--- src/rtl/sprite_game_engine_if.sv ---
// Purpose : raster inputs, buttons and game/pixel outputs of sprite_game_engine.
// Latency : n/a (signal bundle only).
// Backpressure: none; raster and frame_tick are free-running from the VGA timing.
// Ports   : master drives frame_tick/hCount/vCount/bright/start/up/down and
//           observes rgb/score/lives/game_state; slave is the engine side.
interface sprite_game_engine_if;
  logic        frame_tick;
  logic [9:0]  hCount;
  logic [9:0]  vCount;
  logic        bright;
  logic        start;
  logic        up;
  logic        down;
  logic [11:0] rgb;
  logic [3:0]  score;
  logic [2:0]  lives;
  logic [2:0]  game_state;

  modport master (
    output frame_tick, hCount, vCount, bright, start, up, down,
    input  rgb, score, lives, game_state
  );

  modport slave (
    input  frame_tick, hCount, vCount, bright, start, up, down,
    output rgb, score, lives, game_state
  );
endinterface

--- src/rtl/sprite_game_engine.sv ---
// Purpose : per-frame sprite motion, pixel-accurate collision and lives/score FSM.
// Latency : rgb is registered, 1 cycle after hCount/vCount; game state moves on frame_tick.
// Backpressure: none; the engine follows the raster unconditionally.
// Ports   : clk (pixel clock), rst (async, active-high), bus (slave side of
//           sprite_game_engine_if: raster, buttons, rgb/score/lives/game_state).
module sprite_game_engine #(
  parameter int N_HAZ      = 5,
  parameter int N_PICK     = 3,
  parameter int LIVES      = 3,
  parameter int WIN_SCORE  = 8,
  parameter int HIT_FRAMES = 60,
  parameter int X_MIN      = 144,
  parameter int X_MAX      = 784,
  parameter int Y_MIN      = 40,
  parameter int Y_MAX      = 512,
  parameter int P_X0       = 200,
  parameter int P_Y0       = 250,
  parameter logic [N_HAZ*10-1:0]  HAZ_X0   = {10'd700, 10'd600, 10'd500, 10'd400, 10'd300},
  parameter logic [N_HAZ*10-1:0]  HAZ_Y0   = {10'd460, 10'd400, 10'd320, 10'd180, 10'd100},
  parameter logic [N_HAZ*3-1:0]   HAZ_SPD  = {3'd5, 3'd4, 3'd3, 3'd2, 3'd1},
  parameter logic [N_PICK*10-1:0] PICK_X0  = {10'd750, 10'd550, 10'd350},
  parameter logic [N_PICK*10-1:0] PICK_Y0  = {10'd300, 10'd220, 10'd140},
  parameter logic [N_PICK*3-1:0]  PICK_SPD = {3'd3, 3'd2, 3'd1}
) (
  input logic                  clk,
  input logic                  rst,
  sprite_game_engine_if.slave  bus
);

  typedef enum logic [2:0] {
    S_IDLE = 3'd0,
    S_PLAY = 3'd1,
    S_HIT  = 3'd2,
    S_OVER = 3'd3,
    S_WIN  = 3'd4
  } state_t;

  localparam logic [9:0]  PX       = 10'(P_X0);
  localparam logic [9:0]  PY0      = 10'(P_Y0);
  localparam logic [9:0]  YMIN     = 10'(Y_MIN);
  localparam logic [9:0]  YMAX     = 10'(Y_MAX);
  localparam logic [9:0]  XMAXP    = 10'(X_MAX);
  localparam logic [10:0] XMIN11   = 11'(X_MIN);
  localparam logic [4:0]  WIN5     = 5'(WIN_SCORE);
  localparam logic [7:0]  HIT_LAST = 8'(HIT_FRAMES - 1);

  state_t            state;
  logic [3:0]        score;
  logic [2:0]        lives;
  logic [7:0]        hit_cnt;
  logic [9:0]        py;
  logic [9:0]        haz_x  [N_HAZ];
  logic [9:0]        pick_x [N_PICK];
  logic              hit_latch;
  logic [N_PICK-1:0] pick_latch;
  logic [11:0]       rgb_q;

  logic              in_p, any_h, any_k, hit_px, draw_p, reload, move;
  logic [N_PICK-1:0] pick_in, pick_px;
  logic [3:0]        pick_cnt;
  logic [4:0]        sum;
  logic [9:0]        py_nxt;
  logic [11:0]       pix;

  // Inclusive box test, done in 11 bits so cx-rx never underflows.
  function automatic logic in_box(input logic [9:0] h, input logic [9:0] v,
                                  input logic [9:0] cx, input logic [9:0] cy,
                                  input logic [3:0] rx, input logic [3:0] ry);
    logic [10:0] h1, v1, cx1, cy1;
    h1  = {1'b0, h};
    v1  = {1'b0, v};
    cx1 = {1'b0, cx};
    cy1 = {1'b0, cy};
    return (h1 + {7'd0, rx} >= cx1) && (h1 <= cx1 + {7'd0, rx}) &&
           (v1 + {7'd0, ry} >= cy1) && (v1 <= cy1 + {7'd0, ry});
  endfunction

  // Leftward step; a sprite that would pass X_MIN re-enters at X_MAX.
  function automatic logic [9:0] step_left(input logic [9:0] x, input logic [2:0] spd);
    if ({1'b0, x} < XMIN11 + {8'd0, spd}) return XMAXP;
    else                                  return x - {7'd0, spd};
  endfunction

  always_comb begin
    in_p    = in_box(bus.hCount, bus.vCount, PX, py, 4'd5, 4'd5);
    any_h   = 1'b0;
    any_k   = 1'b0;
    pick_in = '0;
    for (int i = 0; i < N_HAZ; i++)
      any_h = any_h | in_box(bus.hCount, bus.vCount, haz_x[i], HAZ_Y0[i*10 +: 10], 4'd10, 4'd5);
    for (int j = 0; j < N_PICK; j++) begin
      pick_in[j] = in_box(bus.hCount, bus.vCount, pick_x[j], PICK_Y0[j*10 +: 10], 4'd2, 4'd4);
      any_k      = any_k | pick_in[j];
    end
    hit_px  = in_p & any_h;
    pick_px = {N_PICK{in_p}} & pick_in;

    // Player blinks with a 16-frame period while recovering from a hit.
    draw_p = (state != S_HIT) || !hit_cnt[3];

    pix = 12'h0FF;
    if (bus.vCount >= 10'd490 && bus.vCount <= 10'd520) pix = 12'hFF0;
    if (any_k)           pix = 12'hAEF;
    if (any_h)           pix = 12'h058;
    if (in_p && draw_p)  pix = 12'hD97;
    if (!bus.bright)     pix = 12'h000;

    pick_cnt = '0;
    for (int j = 0; j < N_PICK; j++) pick_cnt = pick_cnt + {3'd0, pick_latch[j]};
    sum = {1'b0, score} + {1'b0, pick_cnt};

    py_nxt = py;
    if (bus.up && !bus.down && py > YMIN)      py_nxt = py - 10'd1;
    else if (bus.down && !bus.up && py < YMAX) py_nxt = py + 10'd1;

    reload = bus.frame_tick &&
             ((state == S_HIT && hit_cnt == HIT_LAST) ||
              ((state == S_IDLE || state == S_OVER || state == S_WIN) && bus.start));
    move   = bus.frame_tick && (state == S_PLAY);
  end

  always_ff @(posedge clk or posedge rst) begin
    if (rst) begin
      state      <= S_IDLE;
      score      <= '0;
      lives      <= 3'(LIVES);
      hit_cnt    <= '0;
      hit_latch  <= 1'b0;
      pick_latch <= '0;
      rgb_q      <= '0;
      py         <= PY0;
      for (int i = 0; i < N_HAZ; i++)  haz_x[i]  <= HAZ_X0[i*10 +: 10];
      for (int j = 0; j < N_PICK; j++) pick_x[j] <= PICK_X0[j*10 +: 10];
    end else begin
      rgb_q <= pix;

      // frame_tick clears the latches, overriding any set on the same cycle.
      if (bus.frame_tick) begin
        hit_latch  <= 1'b0;
        pick_latch <= '0;
        case (state)
          S_PLAY: begin
            if (hit_latch) begin
              lives <= lives - 3'd1;
              if (lives == 3'd1) state <= S_OVER;
              else begin
                state   <= S_HIT;
                hit_cnt <= '0;
              end
            end else begin
              score <= (sum >= WIN5) ? 4'(WIN_SCORE) : sum[3:0];
              if (sum >= WIN5) state <= S_WIN;
            end
          end
          S_HIT: begin
            if (hit_cnt == HIT_LAST) state <= S_PLAY;
            else                     hit_cnt <= hit_cnt + 8'd1;
          end
          default: begin
            if (bus.start) begin
              score <= '0;
              lives <= 3'(LIVES);
              state <= S_PLAY;
            end
          end
        endcase
      end else if (bus.bright && state == S_PLAY) begin
        hit_latch  <= hit_latch | hit_px;
        pick_latch <= pick_latch | pick_px;
      end

      if (reload) begin
        py <= PY0;
        for (int i = 0; i < N_HAZ; i++)  haz_x[i]  <= HAZ_X0[i*10 +: 10];
        for (int j = 0; j < N_PICK; j++) pick_x[j] <= PICK_X0[j*10 +: 10];
      end else if (move) begin
        py <= py_nxt;
        for (int i = 0; i < N_HAZ; i++)
          haz_x[i] <= step_left(haz_x[i], HAZ_SPD[i*3 +: 3]);
        // Collected pickups re-enter at the right edge; a hit frame scores nothing.
        for (int j = 0; j < N_PICK; j++)
          pick_x[j] <= (!hit_latch && pick_latch[j]) ? XMAXP
                                                    : step_left(pick_x[j], PICK_SPD[j*3 +: 3]);
      end
    end
  end

  assign bus.rgb        = rgb_q;
  assign bus.score      = score;
  assign bus.lives      = lives;
  assign bus.game_state = state;

endmodule

--- src/flat_wrapper.sv ---
// flat-port wrapper written by rule: the top's interface ports become plain ports
module sprite_game_engine_flat 
#(
  parameter int N_HAZ      = 5,
  parameter int N_PICK     = 3,
  parameter int LIVES      = 3,
  parameter int WIN_SCORE  = 8,
  parameter int HIT_FRAMES = 60,
  parameter int X_MIN      = 144,
  parameter int X_MAX      = 784,
  parameter int Y_MIN      = 40,
  parameter int Y_MAX      = 512,
  parameter int P_X0       = 200,
  parameter int P_Y0       = 250,
  parameter logic [N_HAZ*10-1:0]  HAZ_X0   = {10'd700, 10'd600, 10'd500, 10'd400, 10'd300},
  parameter logic [N_HAZ*10-1:0]  HAZ_Y0   = {10'd460, 10'd400, 10'd320, 10'd180, 10'd100},
  parameter logic [N_HAZ*3-1:0]   HAZ_SPD  = {3'd5, 3'd4, 3'd3, 3'd2, 3'd1},
  parameter logic [N_PICK*10-1:0] PICK_X0  = {10'd750, 10'd550, 10'd350},
  parameter logic [N_PICK*10-1:0] PICK_Y0  = {10'd300, 10'd220, 10'd140},
  parameter logic [N_PICK*3-1:0]  PICK_SPD = {3'd3, 3'd2, 3'd1}
)
  (clk, rst, bus_frame_tick, bus_hCount, bus_vCount, bus_bright, bus_start, bus_up, bus_down, bus_rgb, bus_score, bus_lives, bus_game_state);
  sprite_game_engine_if bus_i ();
  input logic clk;
  input logic rst;
  input wire logic [$bits(bus_i.frame_tick)-1:0] bus_frame_tick;
  input wire logic [$bits(bus_i.hCount)-1:0] bus_hCount;
  input wire logic [$bits(bus_i.vCount)-1:0] bus_vCount;
  input wire logic [$bits(bus_i.bright)-1:0] bus_bright;
  input wire logic [$bits(bus_i.start)-1:0] bus_start;
  input wire logic [$bits(bus_i.up)-1:0] bus_up;
  input wire logic [$bits(bus_i.down)-1:0] bus_down;
  output wire logic [$bits(bus_i.rgb)-1:0] bus_rgb;
  output wire logic [$bits(bus_i.score)-1:0] bus_score;
  output wire logic [$bits(bus_i.lives)-1:0] bus_lives;
  output wire logic [$bits(bus_i.game_state)-1:0] bus_game_state;
  assign bus_i.frame_tick = bus_frame_tick;
  assign bus_i.hCount = bus_hCount;
  assign bus_i.vCount = bus_vCount;
  assign bus_i.bright = bus_bright;
  assign bus_i.start = bus_start;
  assign bus_i.up = bus_up;
  assign bus_i.down = bus_down;
  assign bus_rgb = bus_i.rgb;
  assign bus_score = bus_i.score;
  assign bus_lives = bus_i.lives;
  assign bus_game_state = bus_i.game_state;
  sprite_game_engine #(.N_HAZ(N_HAZ), .N_PICK(N_PICK), .LIVES(LIVES), .WIN_SCORE(WIN_SCORE), .HIT_FRAMES(HIT_FRAMES), .X_MIN(X_MIN), .X_MAX(X_MAX), .Y_MIN(Y_MIN), .Y_MAX(Y_MAX), .P_X0(P_X0), .P_Y0(P_Y0), .HAZ_X0(HAZ_X0), .HAZ_Y0(HAZ_Y0), .HAZ_SPD(HAZ_SPD), .PICK_X0(PICK_X0), .PICK_Y0(PICK_Y0), .PICK_SPD(PICK_SPD)) u_core (.clk(clk), .rst(rst), .bus(bus_i));
endmodule
--- config.mk ---
export PLATFORM = sky130hd
export DESIGN_NAME = sprite_game_engine_flat
export DESIGN_NICKNAME = d
export VERILOG_FILES = /design/src/rtl/sprite_game_engine_if.sv /design/src/rtl/sprite_game_engine.sv /design/src/flat_wrapper.sv
export SDC_FILE = /design/constraint.sdc
export NUM_CORES = 1
export LEC_CHECK = 0
export BUFFER_PORTS_ARGS = -buffer_cell sky130_fd_sc_hd__buf_2
export CORE_MARGIN = 2
export CORE_UTILIZATION = 50
export CTS_BUF_LIST = sky130_fd_sc_hd__clkbuf_4 sky130_fd_sc_hd__clkbuf_8
export CTS_CLUSTER_DIAMETER = 200
export DETAILED_ROUTE_END_ITERATION = 8
export PLACE_DENSITY_LB_ADDON = 0.2
export SLEW_MARGIN = 0
export SYNTH_ARGS = -nofsm -noshare
export SYNTH_HDL_FRONTEND = slang
export SYNTH_SLANG_ARGS = --single-unit
--- constraint.sdc ---
create_clock -name clk -period 8.4 [get_ports clk]
set_clock_uncertainty 0.2 [all_clocks]
set_input_delay 0.84 -clock clk [delete_from_list [all_inputs] [get_ports clk]]
set_output_delay 0.84 -clock clk [all_outputs]
set_load 0.005 [all_outputs]
==> After elaboration in Yosys (flattened, before gate mapping) <==
Cells that the tools add are included.
{ "totals": {"ff_bits": 124, "inputBits": 27, "output_inout_bits": 22, "elab_cells": 224} }
{ "op_classes": {"n_addsub": 29, "n_lt_le_gt_ge": 49, "eq_ne": 13, "mux": 45, "bitwise_logic": 11, "reduce_logical": 61} }
{ "ops": {"columns": ["op", "count"], "rows": [
  ["two-way mux 10 bit", 15],
  ["two-way mux 50 bit", 2],
  [">= comparator 11 x 10 -> 1 bit", 9],
  ["less-or-equal comparator 10 x 11 -> 1 bit", 9],
  ["less-than comparator 10 x 8 -> 1 bit, second input constant", 8],
  ["adder 10 x 4 -> 11 bit, second input constant", 6],
  ["two-way mux 12 bit", 5],
  ["two-way mux 30 bit", 2],
  ["adder 10 x 2 -> 11 bit, second input constant", 4],
  ["adder 10 x 3 -> 11 bit, second input constant", 4],
  [">= comparator 11 x 8 -> 1 bit, second input constant", 4],
  [">= comparator 11 x 9 -> 1 bit, second input constant", 4],
  ["logical AND 1 bit", 41],
  ["less-or-equal comparator 10 x 8 -> 1 bit, second input constant", 4],
  ["less-or-equal comparator 10 x 9 -> 1 bit, second input constant", 4],
  ["subtractor 10 x 2 -> 10 bit, second input constant", 4],
  ["subtractor 10 x 1 -> 10 bit, second input constant", 3],
  ["two-way mux 3 bit", 8],
  ["two-way mux 8 bit", 3],
  ["subtractor 10 x 3 -> 10 bit, second input constant", 2],
  ["one-hot mux 8 bit (2 select lines)", 1],
  ["two-way mux 4 bit", 3],
  ["one-hot mux 3 bit (2 select lines)", 2],
  ["AND reduction 4 bit", 3],
  ["other kinds (34)", 58]
]} }

==> Logic depth before layout (Yosys ltp) <==
Gate-level depths: netlist (run 1).
{ "logic_depth": {"ltp_word": 13, "mapped_depth": 15} }

==> Least setup slack after synthesis (run 1) <==
Ideal clock, no wire load.
{ "synth_path": {"path_kind": "input-to-reg", "from": "input bus_hCount[1]", "to": "register u_core.hit_latch", "setup_time_ns": 0.135, "t_arrival_ns": 3.402, "slack_ns": 4.662, "cell_stages": 12, "n_path_buf": 1, "cell_sequence": "ha_1 > clkbuf_1 > o21ai_0 > xnor2_1 > ha_1 > a211oi_1 > o21ai_0 > a2111oi_0 > nor4b_2 > nor4_4 > nand2b_1 > a21oi_1"} }
{ "synth_between": {"elab_chain_len": 13, "word_cells_on_any_way": 40, "classes_between": "add/sub: 2; order compare: 12; mux: 2; bitwise: 6; reduce/logical: 18"} }
{ "synth_lines": {"columns": ["element", "line_no", "text"], "rows": [
  ["start: declaration", "flat_wrapper.sv:27", "input wire logic [$bits(bus_i.hCount)-1:0] bus_hCount;"],
  ["adder 10 x 4 -> 11 bit", "sprite_game_engine.sv:74", "return (h1 + {7'd0, rx} >= cx1) && (h1 <= cx1 + {7'd0, rx}) &&"],
  [">= comparator 11 x 10 -> 1 bit", "sprite_game_engine.sv:74", null],
  ["logical AND 1 bit (2 in a row)", "sprite_game_engine.sv:74", null],
  ["logical AND 1 bit", "sprite_game_engine.sv:75", "(v1 + {7'd0, ry} >= cy1) && (v1 <= cy1 + {7'd0, ry});"],
  ["OR 1 bit (4 in a row)", "sprite_game_engine.sv:90", "any_h = any_h | in_box(bus.hCount, bus.vCount, haz_x[i], HAZ_Y0[i*10 +: 10], 4'd10, 4'd5);"],
  ["AND 1 bit *", "sprite_game_engine.sv:95", "hit_px = in_p & any_h;"],
  ["OR 1 bit *", "sprite_game_engine.sv:168", "hit_latch <= hit_latch | hit_px;"],
  ["two-way mux 1 bit *", "sprite_game_engine.sv:167", "end else if (bus.bright && state == S_PLAY) begin"],
  ["two-way mux 1 bit *", "sprite_game_engine.sv:138", "if (bus.frame_tick) begin"],
  ["end signal: assignment", "sprite_game_engine.sv:168", null],
  ["end: declaration", "sprite_game_engine.sv:54", "logic hit_latch;"]
]} }
Mark *: on every way between the ends. The rest lies on a longest branch, timed or not. The select of a mux whose other input is x is not followed.
A chain may end at the register's enable or synchronous reset.

==> Worst setup path after layout (run 1) <==
{ "layout_path": {"from": "input bus_hCount[2]", "to": "register u_core.hit_latch"} }
The elaborated chain is that of the path after synthesis.

==> results of run 1 <==
## state kept, by name, summed over array words and instances (netlist names)
signal	count
u_core.bus.lives	3
u_core.hit_cnt	8
u_core.pick_latch	3
u_core.bus.rgb	9
u_core.py	10
u_core.haz_x	47
u_core.bus.score	4
u_core.bus.game_state	3
u_core.hit_latch	1
u_core.pick_x	29
## routing by layer
| layer | track usage [%] | vias to the layer above | routed length, um |
|---|---|---|---|
| met5 | 0 | - | 0 |
| met4 | 10.2 | 0 | 1040 |
| met3 | 4.87 | 72 | 2230 |
| met2 | 42.8 | 390 | 15900 |
| met1 | 36.5 | 5758 | 16800 |
| li1 | - | 5923 | - |
## cell type report
cell class                 count  area (um2)  share of cell area, %
multi-input combinational   1318        9300                   66.8
tap                          335         419                   3.01
clock inverter                14         190                   1.37
inverter                     128         483                   3.47
sequential                   117        2990                   21.5
clock buffer                  18         248                   1.78
timing repair buffer          54         285                   2.05
## power groups by stage
| stage | Sequential (mW) | Clock, mW | Combinational [mW] |
|---|---|---|---|
| after floorplan | 0.896 | 0 | 1.47 |
| after global placement | 0.971 | 0 | 1.83 |
| after detailed placement | 0.975 | 0 | 1.88 |
| after CTS | 0.966 | 0.623 | 1.90 |
| after global routing | 0.997 | 0.643 | 2.19 |
| final | 0.970 | 0.613 | 1.91 |
## metrics by stage
step	hold slack, ps	area [um2]	cells
2_1_floorplan	252	13000	1617
3_3_place_gp	273	13500	1952
3_5_place_dp	277	13500	1952
4_1_cts	265	13900	1984
5_1_grt	303	13900	1984
6_report	253	13900	1984
## kinds of logic (layout without fill, tap and decap cells)
family	count (synthesis)	in the layout
AO/OA/AOI/OAI	444	444
XOR/XNOR	100	100
adder cells (fa/ha/maj)	223	223
buffers and inverters	182	214
flip-flops	117	117
multiplexers	5	5
AND/OR/NAND/NOR	546	546
## placed cells by master (no fill, tap or decap), types with 6 or more instances in the layout
| cell | instances |
|---|---|
| and3_1 | 21 |
| or3_1 | 15 |
| a21oi_1 | 132 |
| xnor2_1 | 82 |
| o211ai_1 | 13 |
| xor2_1 | 17 |
| nand2_1 | 131 |
| dfstp_2 | 48 |
| o311ai_0 | 8 |
| nor2b_1 | 14 |
| ha_1 | 219 |
| buf_2 | 48 |
| clkbuf_8 | 18 |
| o31ai_1 | 8 |
| nand3_1 | 80 |
| a211oi_1 | 18 |
| nand4_1 | 20 |
| a21o_1 | 23 |
| o22ai_1 | 6 |
| dfrtp_1 | 69 |
| and2_1 | 8 |
| nor3_2 | 6 |
| buf_4 | 6 |
| nor3_1 | 58 |
| a31oi_1 | 15 |
| inv_1 | 118 |
| nor2_1 | 112 |
| o21ai_0 | 133 |
| nand3b_1 | 12 |
| inv_2 | 7 |
| o21a_1 | 7 |
| nor4_1 | 14 |
| nand2b_1 | 18 |
| o2111ai_1 | 9 |
## critical path, cell delays in order
cell	delay, ps
buf_2	360
ha_1	370
xor2_1	440
inv_1	260
ha_1	370
a21oi_1	170
a211oi_1	100
nor4_1	550
a311oi_1	100
o311a_1	140
a31o_1	210
nor4_4	430
nand2b_1	180
a21oi_1	70
## how the worst max path moves through the flow
stage                        startpoint                       end  slack [ps]  cells after the start
final                     bus_hCount[2]          u_core.hit_latch        3930                     14
after global routing      bus_hCount[2]          u_core.hit_latch        3710                     12
after CTS                 bus_hCount[2]          u_core.hit_latch        3950                     12
after detailed placement  bus_hCount[2]          u_core.hit_latch        3450                     12
after global placement    bus_hCount[2]          u_core.hit_latch        3570                     12
after floorplan                     rst  u_core.bus.game_state[0]        4340                      1
==> flow_summary.toml, run 1 <==
[logic_synthesis]
synth_area_leaders = "ha_1 (21%), dfrtp_1 (13%), dfstp_2 (9.7%)"
synth_fa_ha_area_share_pct = 21.6
yosys_warnings = 0
synthDistinctLibCells = 96
synth.avg_cell_area_um2 = 8.05
netlist_area_mm2 = 0.0130
synth-compound-area-share_pct = 21.3
synthMuxAreaShare_pct = 0.423
ys_seq_area_share_pct = 23.0
yosysTopAreaCellShare_pct = 21.1
synth_top_cell_by_area = "ha_1"
synth_edf_count = 0
postSynthNetCount = 1866
synth.most_common_cell = "ha_1"
ys_ff_latch = 117
ys.flop_type = "dfrtp_1"
synth-async-reset-ratio_pct = 100
synth-xor-area-share_pct = 6.79
synth_top_family_by_area = "adder cells"
syn_inst = 1617
synthTopCellsByCount = "ha_1 (219), o21ai_0 (133), a21oi_1 (132), nand2_1 (132), inv_1 (119)"
synth-simple-area-share_pct = 21.3

[floorplan]
row_count = 59
fp.coreArea_mm2 = 0.0258
fp.dieArea_mm2 = 0.0273
io_pins = 49
die_width_um = 165
start_util_pct = 50.4
die_h_um = 165

[sta]
rsz0062_at_grt = "no"
setup_viol_count_final = 0
fin_tns_setup_ps = 0
setup_ws_ps = 3930
min_period_ps = 4470
hold_viol_final = 0
drv_slew = 0
tightest_slew_ps = 946
fmax_mhz = 224
relSlewSlack_pct = 36.8
min_period_over_period_pct = 53.2

[pwr]
report.power.total_mw = 3.49
peakVddDrop_mv = 0.141
p_seq_share_pct = 27.8
internal_power_mw = 1.85
power.share.clock_pct = 17.6
pwr_density_cell_mw_per_mm2 = 251
switchingPower_mw = 1.64
p_comb_share_pct = 54.7
swShare_pct = 47.0
power_leakage_nw = 6.33

[drt]
postRouteAntennaNets = 0
vias = 12143
wirelength_um = 36000
drt_iter0_markers = 876
viasPerCell = 6.12
drc = 0
wl_per_cell_um = 18.1
dr.pass1.iters = 5

[global_routing]
track_usage_pct = 26.9
grt_pass1_wl_um = 58300
grt_overflow = 0
grt_pass1_vias = 11442
grt_max_degree = 67
antenna_found_initial = 0

[clock_tree]
htreeDepth = 4
cts_made_buffers = 17
cts_resized = 0
postCtsSetupBuffers = 0
clk_pin_slew_worst_paths_ps = 90
cts.sinks = 117
cts_tree = "built"
root_buffer = "clkbuf_8"
clockBufferDepth = 2
postCtsHoldBufs = 0
clk_latency_ps = 470

[finish]
fin_util_pct = 53.9
num-nets-final = 1885
antenna_cells = 0
syn2layout_area_growth_pct = 6.96
fillers = 2447
layout-drive-gt1-share_pct = 10.9

[critical_path]
reg2reg_depth = 13
crit_arrival_ps = 4600
r2r_start = "u_core.haz_x[25]"
ff2ff_setup_slack_ps = 4450
setup.worst_path.start_class = "input pin"
crit_path_max_fanout = 16
worstPathRequired_ps = 8530
r2r-end = "u_core.hit_latch"
critPathKind = "in2reg"
crit_path_end_kind = "register"

[job]
drv_cap = 0

[place]
dp_hpwl_um = 26100
place.gp.congestion = 0.899
io_buffers = 48
place_ws_ps = 3450

[outcome]
status = "completed"

[hold_path]
min_path_type = "in2async"
(Power assumes the default switching activity.)
==> run 2, diff against run 1 <==
==> constraint.sdc (replaced) <==
create_clock -name clk -period 4.45 [get_ports clk]
set_clock_uncertainty 0.2 [all_clocks]
set_input_delay 0.445 -clock clk [delete_from_list [all_inputs] [get_ports clk]]
set_output_delay 0.445 -clock clk [all_outputs]
set_load 0.005 [all_outputs]
==> flow_summary.toml, run 2 (synthesis gave the netlist of run 1 again) <==
[outcome]
status = "completed"

[finish]
num-nets-final = 1901
largest_register = "u_core.haz_x"
antenna_cells = 0
multi_input_area_mm2 = 0.00930
top_regs = "u_core.haz_x: 47 flops, u_core.pick_x: 29 flops, u_core.py: 10 flops"
largest_reg_flops = 47
final_cell_mix = "ha_1 (219), o21ai_0 (133), a21oi_1 (132)"
layout-drive-gt1-share_pct = 11.7
fillers = 2478
final_area_mm2 = 0.0140
final_common_cell = "ha_1"
seqCellArea_mm2 = 0.00299
syn2layout_area_growth_pct = 7.67

[critical_path]
cp-startpoint = "u_core.haz_x[37]"
path_common_cell = "or4_1"
crit_arrival_ps = 4040
crit_path_end_kind = "register"
setup.worst_path.start_class = "register"
crit_path_max_fanout = 6
critPathKind = "reg2reg"
slowest_delay_ps = 600
slowest_stage = "dfstp_2"
crit_chain = "inv_2, nor3_1, or3b_2, xnor2_1, ha_1, or4_1, a211oi_1, or4_1, o311a_1, a31o_1, nor4_4, nand2b_1, a21oi_1"
reg2reg_depth = 13
worstPathRequired_ps = 4590
worstSetupEndpoint = "u_core.hit_latch"
r2r_start = "u_core.haz_x[37]"
r2r-end = "u_core.hit_latch"
cp_top_family = "simple AND/OR/NAND/NOR gates"
crit_buf_inv = 1
ff2ff_setup_slack_ps = 560
path_depth = 13

[drt]
wirelength_um = 37300
viasPerCell = 6.05
drc = 0
vias = 12090
drt_iter0_markers = 970
wl_per_cell_um = 18.7
dr.pass1.iters = 5
postRouteAntennaNets = 0

[clock_tree]
clk_latency_ps = 480
cts_tree = "built"
htreeDepth = 4
root_buffer = "clkbuf_8"
cts_resized = 0
clockBufferDepth = 2
cts_made_buffers = 17
clk_pin_slew_worst_paths_ps = 90
cts.sinks = 117

[sta]
drv_slew = 0
hold_slack_ps = 93.4
hold_viol_final = 0
fmax_mhz = 257
setup_ws_ps = 558
rsz0062_at_grt = "no"
min_period_ps = 3890
relSlewSlack_pct = 55.4
tightest_slew_ps = 664
setup_viol_count_final = 0
fin_tns_setup_ps = 0
min_period_over_period_pct = 87.5

[global_routing]
grt_pass1_vias = 11813
grt_pass1_wl_um = 60400
grt_max_degree = 54
grt_overflow = 0
track_usage_pct = 28.1
antenna_found_initial = 0

[pwr]
internal_power_mw = 3.45
p_comb_share_pct = 55.7
swShare_pct = 47.5
switchingPower_mw = 3.12
pwr_density_cell_mw_per_mm2 = 468
power_leakage_nw = 6.40
peakVddDrop_mv = 0.286
power.share.clock_pct = 16.5
p_seq_share_pct = 27.8

[floorplan]
io_pins = 49
die_h_um = 165
fp.dieArea_mm2 = 0.0273
die_width_um = 165
start_util_pct = 50.4
fp.coreArea_mm2 = 0.0258
row_count = 59

[place]
dp_hpwl_um = 27900
place.gp.congestion = 0.921
placed_area_mm2 = 0.0136
io_buffers = 48
place_ws_ps = 123

[hold_path]
min_path_type = "in2reg"
worstHoldStart = "bus_bright"

[job]
drv_cap = 0
## run 2: cell count changes in the layout (fill, tap and decap cells not counted), sizes merged
| cell | before | now |
|---|---|---|
| buf | 54 | 69 |
| bufinv | 3 | 2 |
| clkinv | 6 | 7 |
| clkinvlp | 1 | 0 |
| dlygate4sd3 | 0 | 1 |
| inv | 132 | 133 |
## run 2: layer usage
| metal | vias up | routed length [um] | global-route usage [%] | part of all wire [%] |
|---|---|---|---|---|
| li1 | 5945 | - | - | - |
| met1 | 5758 | 17100 | 36.4 | 46 |
| met2 | 322 | 17600 | 47.8 | 47 |
| met3 | 65 | 1890 | 5.07 | 5.1 |
| met4 | 0 | 735 | 8.19 | 2.0 |
| met5 | - | 0 | 0 | 0 |
## run 2: area by class of cell
class | count | area share (%)
timing repair buffer | 70 | 2.91
multi-input combinational | 1318 | 66.4
tap | 335 | 2.99
clock buffer | 18 | 1.72
sequential | 117 | 21.3
clock inverter | 14 | 1.19
inverter | 128 | 3.45
## run 2: worst reg2reg max path: stages, from the launching register on
cell and delay, ps:
dfstp_2 600, inv_2 80, nor3_1 230, or3b_2 480, xnor2_1 160, ha_1 180, or4_1 130, a211oi_1 40
or4_1 590, o311a_1 160, a31o_1 220, nor4_4 430, nand2b_1 190, a21oi_1 60
## run 2: how the worst min path moves through the flow
stage	end	slack, ps	cells past startpoint
5_1_grt	u_core.bus.rgb[5]	90	3
3_5_place_dp	u_core.hit_cnt[7]	280	1
3_3_place_gp	u_core.haz_x[42]	270	2
2_1_floorplan	u_core.hit_cnt[7]	250	1
6_report	u_core.bus.rgb[6]	90	3
4_1_cts	u_core.bus.rgb[6]	70	3
## run 2: power groups by stage
stage                     clock (mW)  sequential (mW)  combinational [mW]
final                           1.08             1.83                3.65
after global routing            1.15             1.88                4.18
after CTS                       1.11             1.82                3.64
after detailed placement           0             1.83                3.60
after global placement             0             1.83                3.52
after floorplan                    0             1.69                2.78
## run 2: repair_timing
| item | in CTS | in global routing |
|---|---|---|
| hold buffers | 1 | 0 |
| setup endpoints to repair | 0 | 0 |
| endpoints found under the hold margin | 20 | 0 |
| buffers inserted | 0 | 0 |
## run 2: stage by stage
| step | util (%) | instances | power (mW) |
|---|---|---|---|
| after floorplan | - | 1617 | 4.47 |
| after global placement | 52.6 | 1967 | 5.35 |
| after detailed placement | 52.6 | 1967 | 5.44 |
| after CTS | 54.2 | 2000 | 6.56 |
| after global routing | 54.2 | 2000 | 7.21 |
| final | 54.2 | 2000 | 6.56 |
==> run 3, diff against run 2 <==
--- a/config.mk
+++ b/config.mk
@@ -5,6 +5,7 @@
 export SDC_FILE = /design/constraint.sdc
 export NUM_CORES = 1
 export LEC_CHECK = 0
+export ABC_AREA = 1
 export BUFFER_PORTS_ARGS = -buffer_cell sky130_fd_sc_hd__buf_2
 export CORE_MARGIN = 2
 export CORE_UTILIZATION = 50
==> flow_summary.toml, run 3 <==
[clock_tree]
root_buffer = "clkbuf_8"
clk_pin_slew_worst_paths_ps = 90
postCtsSetupBuffers = 0
cts_made_buffers = 17
htreeDepth = 4
clk_latency_ps = 470
cts_tree = "built"
postCtsHoldBufs = 1
cts_resized = 0
clockBufferDepth = 2
cts.sinks = 117

[drt]
wl_per_cell_um = 16.2
postRouteAntennaNets = 0
drt_iter0_markers = 827
drc = 0
wirelength_um = 38400
viasPerCell = 5.49
vias = 13030
dr.pass1.iters = 6

[sta]
fmax_mhz = 290
min_period_ps = 3450
setup_ws_ps = 1000
fin_tns_setup_ps = 0
hold_viol_final = 0
relSlewSlack_pct = 46.5
drv_slew = 0
rsz0062_at_grt = "no"
tightest_slew_ps = 802
setup_viol_count_final = 0
min_period_over_period_pct = 77.4

[critical_path]
setup.worst_path.start_class = "register"
crit_path_end_kind = "register"
crit_arrival_ps = 3590
worstPathRequired_ps = 4600
crit_path_max_fanout = 9
critPathKind = "reg2reg"
reg2reg_depth = 16

[place]
place_ws_ps = 852
dp_hpwl_um = 29800
place.gp.congestion = 0.929
dp_cells = 2340
io_buffers = 48

[floorplan]
fp.dieArea_mm2 = 0.0287
io_pins = 49
die_width_um = 170
fp.coreArea_mm2 = 0.0270
row_count = 60
die_h_um = 170
start_util_pct = 50.8

[finish]
fillers = 2682
final_cells = 2373
final_common_cell = "nand2_1"
largest_register = "u_core.haz_x"
final_cell_mix = "nand2_1 (414), inv_1 (288), ha_1 (219)"
largest_reg_flops = 47
layout-drive-gt1-share_pct = 10.0
syn2layout_area_growth_pct = 7.03
antenna_cells = 0
num-nets-final = 2268
top_regs = "u_core.haz_x: 47 flops, u_core.pick_x: 29 flops, u_core.py: 10 flops"
multi_input_area_mm2 = 0.00939
seqCellArea_mm2 = 0.00299

[logic_synthesis]
synthTopCellsByCount = "nand2_1 (414), inv_1 (289), ha_1 (219)"
synth_edf_count = 0
synth_area_leaders = "ha_1 (20%), dfrtp_1 (13%), nand2_1 (11%)"
synth_top_family_by_area = "simple AND/OR/NAND/NOR gates"
yosys_warnings = 0
ys_ff_latch = 117
synth_top_cell_by_area = "ha_1"
synth-xor-area-share_pct = 6.20
synth_fa_ha_area_share_pct = 20.4
ys.flop_type = "dfrtp_1"
postSynthNetCount = 2222
synth-compound-area-share_pct = 13.9
yosysTopAreaCellShare_pct = 20.0
synth.most_common_cell = "nand2_1"
ys_seq_area_share_pct = 21.8
netlist_area_mm2 = 0.0137
synth-simple-area-share_pct = 27.9
syn_inst = 1973
synthDistinctLibCells = 56
synthMuxAreaShare_pct = 0.0731
synth-async-reset-ratio_pct = 100
synth.avg_cell_area_um2 = 6.94

[outcome]
status = "completed"

[global_routing]
grt_overflow = 0
grt_pass1_vias = 12580
grt_pass1_wl_um = 62200
track_usage_pct = 27.2
grt_max_degree = 64
antenna_found_initial = 0

[hold_path]
hold_depth = 2
min_path_type = "in2reg"

[pwr]
peakVddDrop_mv = 0.220
pwr_density_cell_mw_per_mm2 = 517
power_leakage_nw = 7.78

[job]
drv_cap = 0
-- run 3: cell types whose count changed after synthesis, sizes merged, moves of 17 or more --
cell / delta
nand2: +293
inv: +177
nor2: +93
xnor2: -76
xor2: +73
nand3: +38
o22ai: +27
clkbuf: -25
o21ai: -25
nor3: -21
nand2b: -18
nand4: +17
-- run 3: logic make-up (layout without fill, tap and decap cells) --
logic type               count (synthesis)  after routing
buffers and inverters                  335            394
AO/OA/AOI/OAI                          339            339
AND/OR/NAND/NOR                        862            862
flip-flops                             117            117
adder cells (fa/ha/maj)                222            222
XOR/XNOR                                97             97
multiplexers                             1              1
-- run 3: path summary, 6_finish.rpt --
check | from | to | slack (ps)
hold reg to reg | u_core.hit_cnt[6] | u_core.hit_cnt[6] | 320
max in group asynchronous | rst | u_core.haz_x[9] | 2580
setup reg to reg | u_core.py[0] | u_core.py[9] | 1000
hold / removal | bus_frame_tick | u_core.hit_latch | 60
min in group asynchronous | rst | u_core.bus.rgb[11] | 510
setup / recovery | u_core.py[0] | u_core.py[9] | 1000
-- run 3: layout make-up --
class                           instances  area share, %
Clock inverter                         13           1.02
Clock buffer                           19           1.70
Sequential cell                       117           20.4
Inverter                              305           7.83
Multi-Input combinational cell       1521           64.1
Tap cell                              341           2.91
Timing Repair Buffer                   57           2.12
-- run 3: report_power, final --
part	leakage (nW)	internal (mW)	switching, mW
sequential	1.43	1.50	0.441
combinational	6.15	1.73	2.87
clock	0.206	0.518	0.528
total	7.78	3.75	3.84
-- run 3: through the flow --
step	cell area (um2)	utilization (%)	power [mW]	hold slack, ps
global placement	14300	52.9	6.36	291
CTS	14700	54.4	7.58	38.9
global route	14700	54.4	8.39	65.4
detailed placement	14300	52.9	6.50	302
finish	14700	54.4	7.59	59.7
floorplan	13700	-	5.32	266
-- run 3: routing by layer --
metal	part of all wire (%)	track usage (%)	wire length [um]	vias to the layer above
li1	-	-	-	6620
met1	46	35.8	17600	6017
met5	0	0	0	-
met3	5.0	4.10	1930	74
met4	2.9	10.5	1110	0
met2	46	45.1	17700	319
-- run 3: worst max-delay path, cell delays in order, from the launching register on --
cell and delay, ps:
dfrtp_1 460, o311ai_0 420, nand3_1 190, nand3_1 250, inv_1 230, ha_1 400
nand2_1 90, nor3_1 220, nor2_1 100, o21ai_0 310, nand2_1 90, nand2_1 80
a21oi_1 70, inv_1 60, nand2_1 50, nand2_1 60, o21ai_1 50
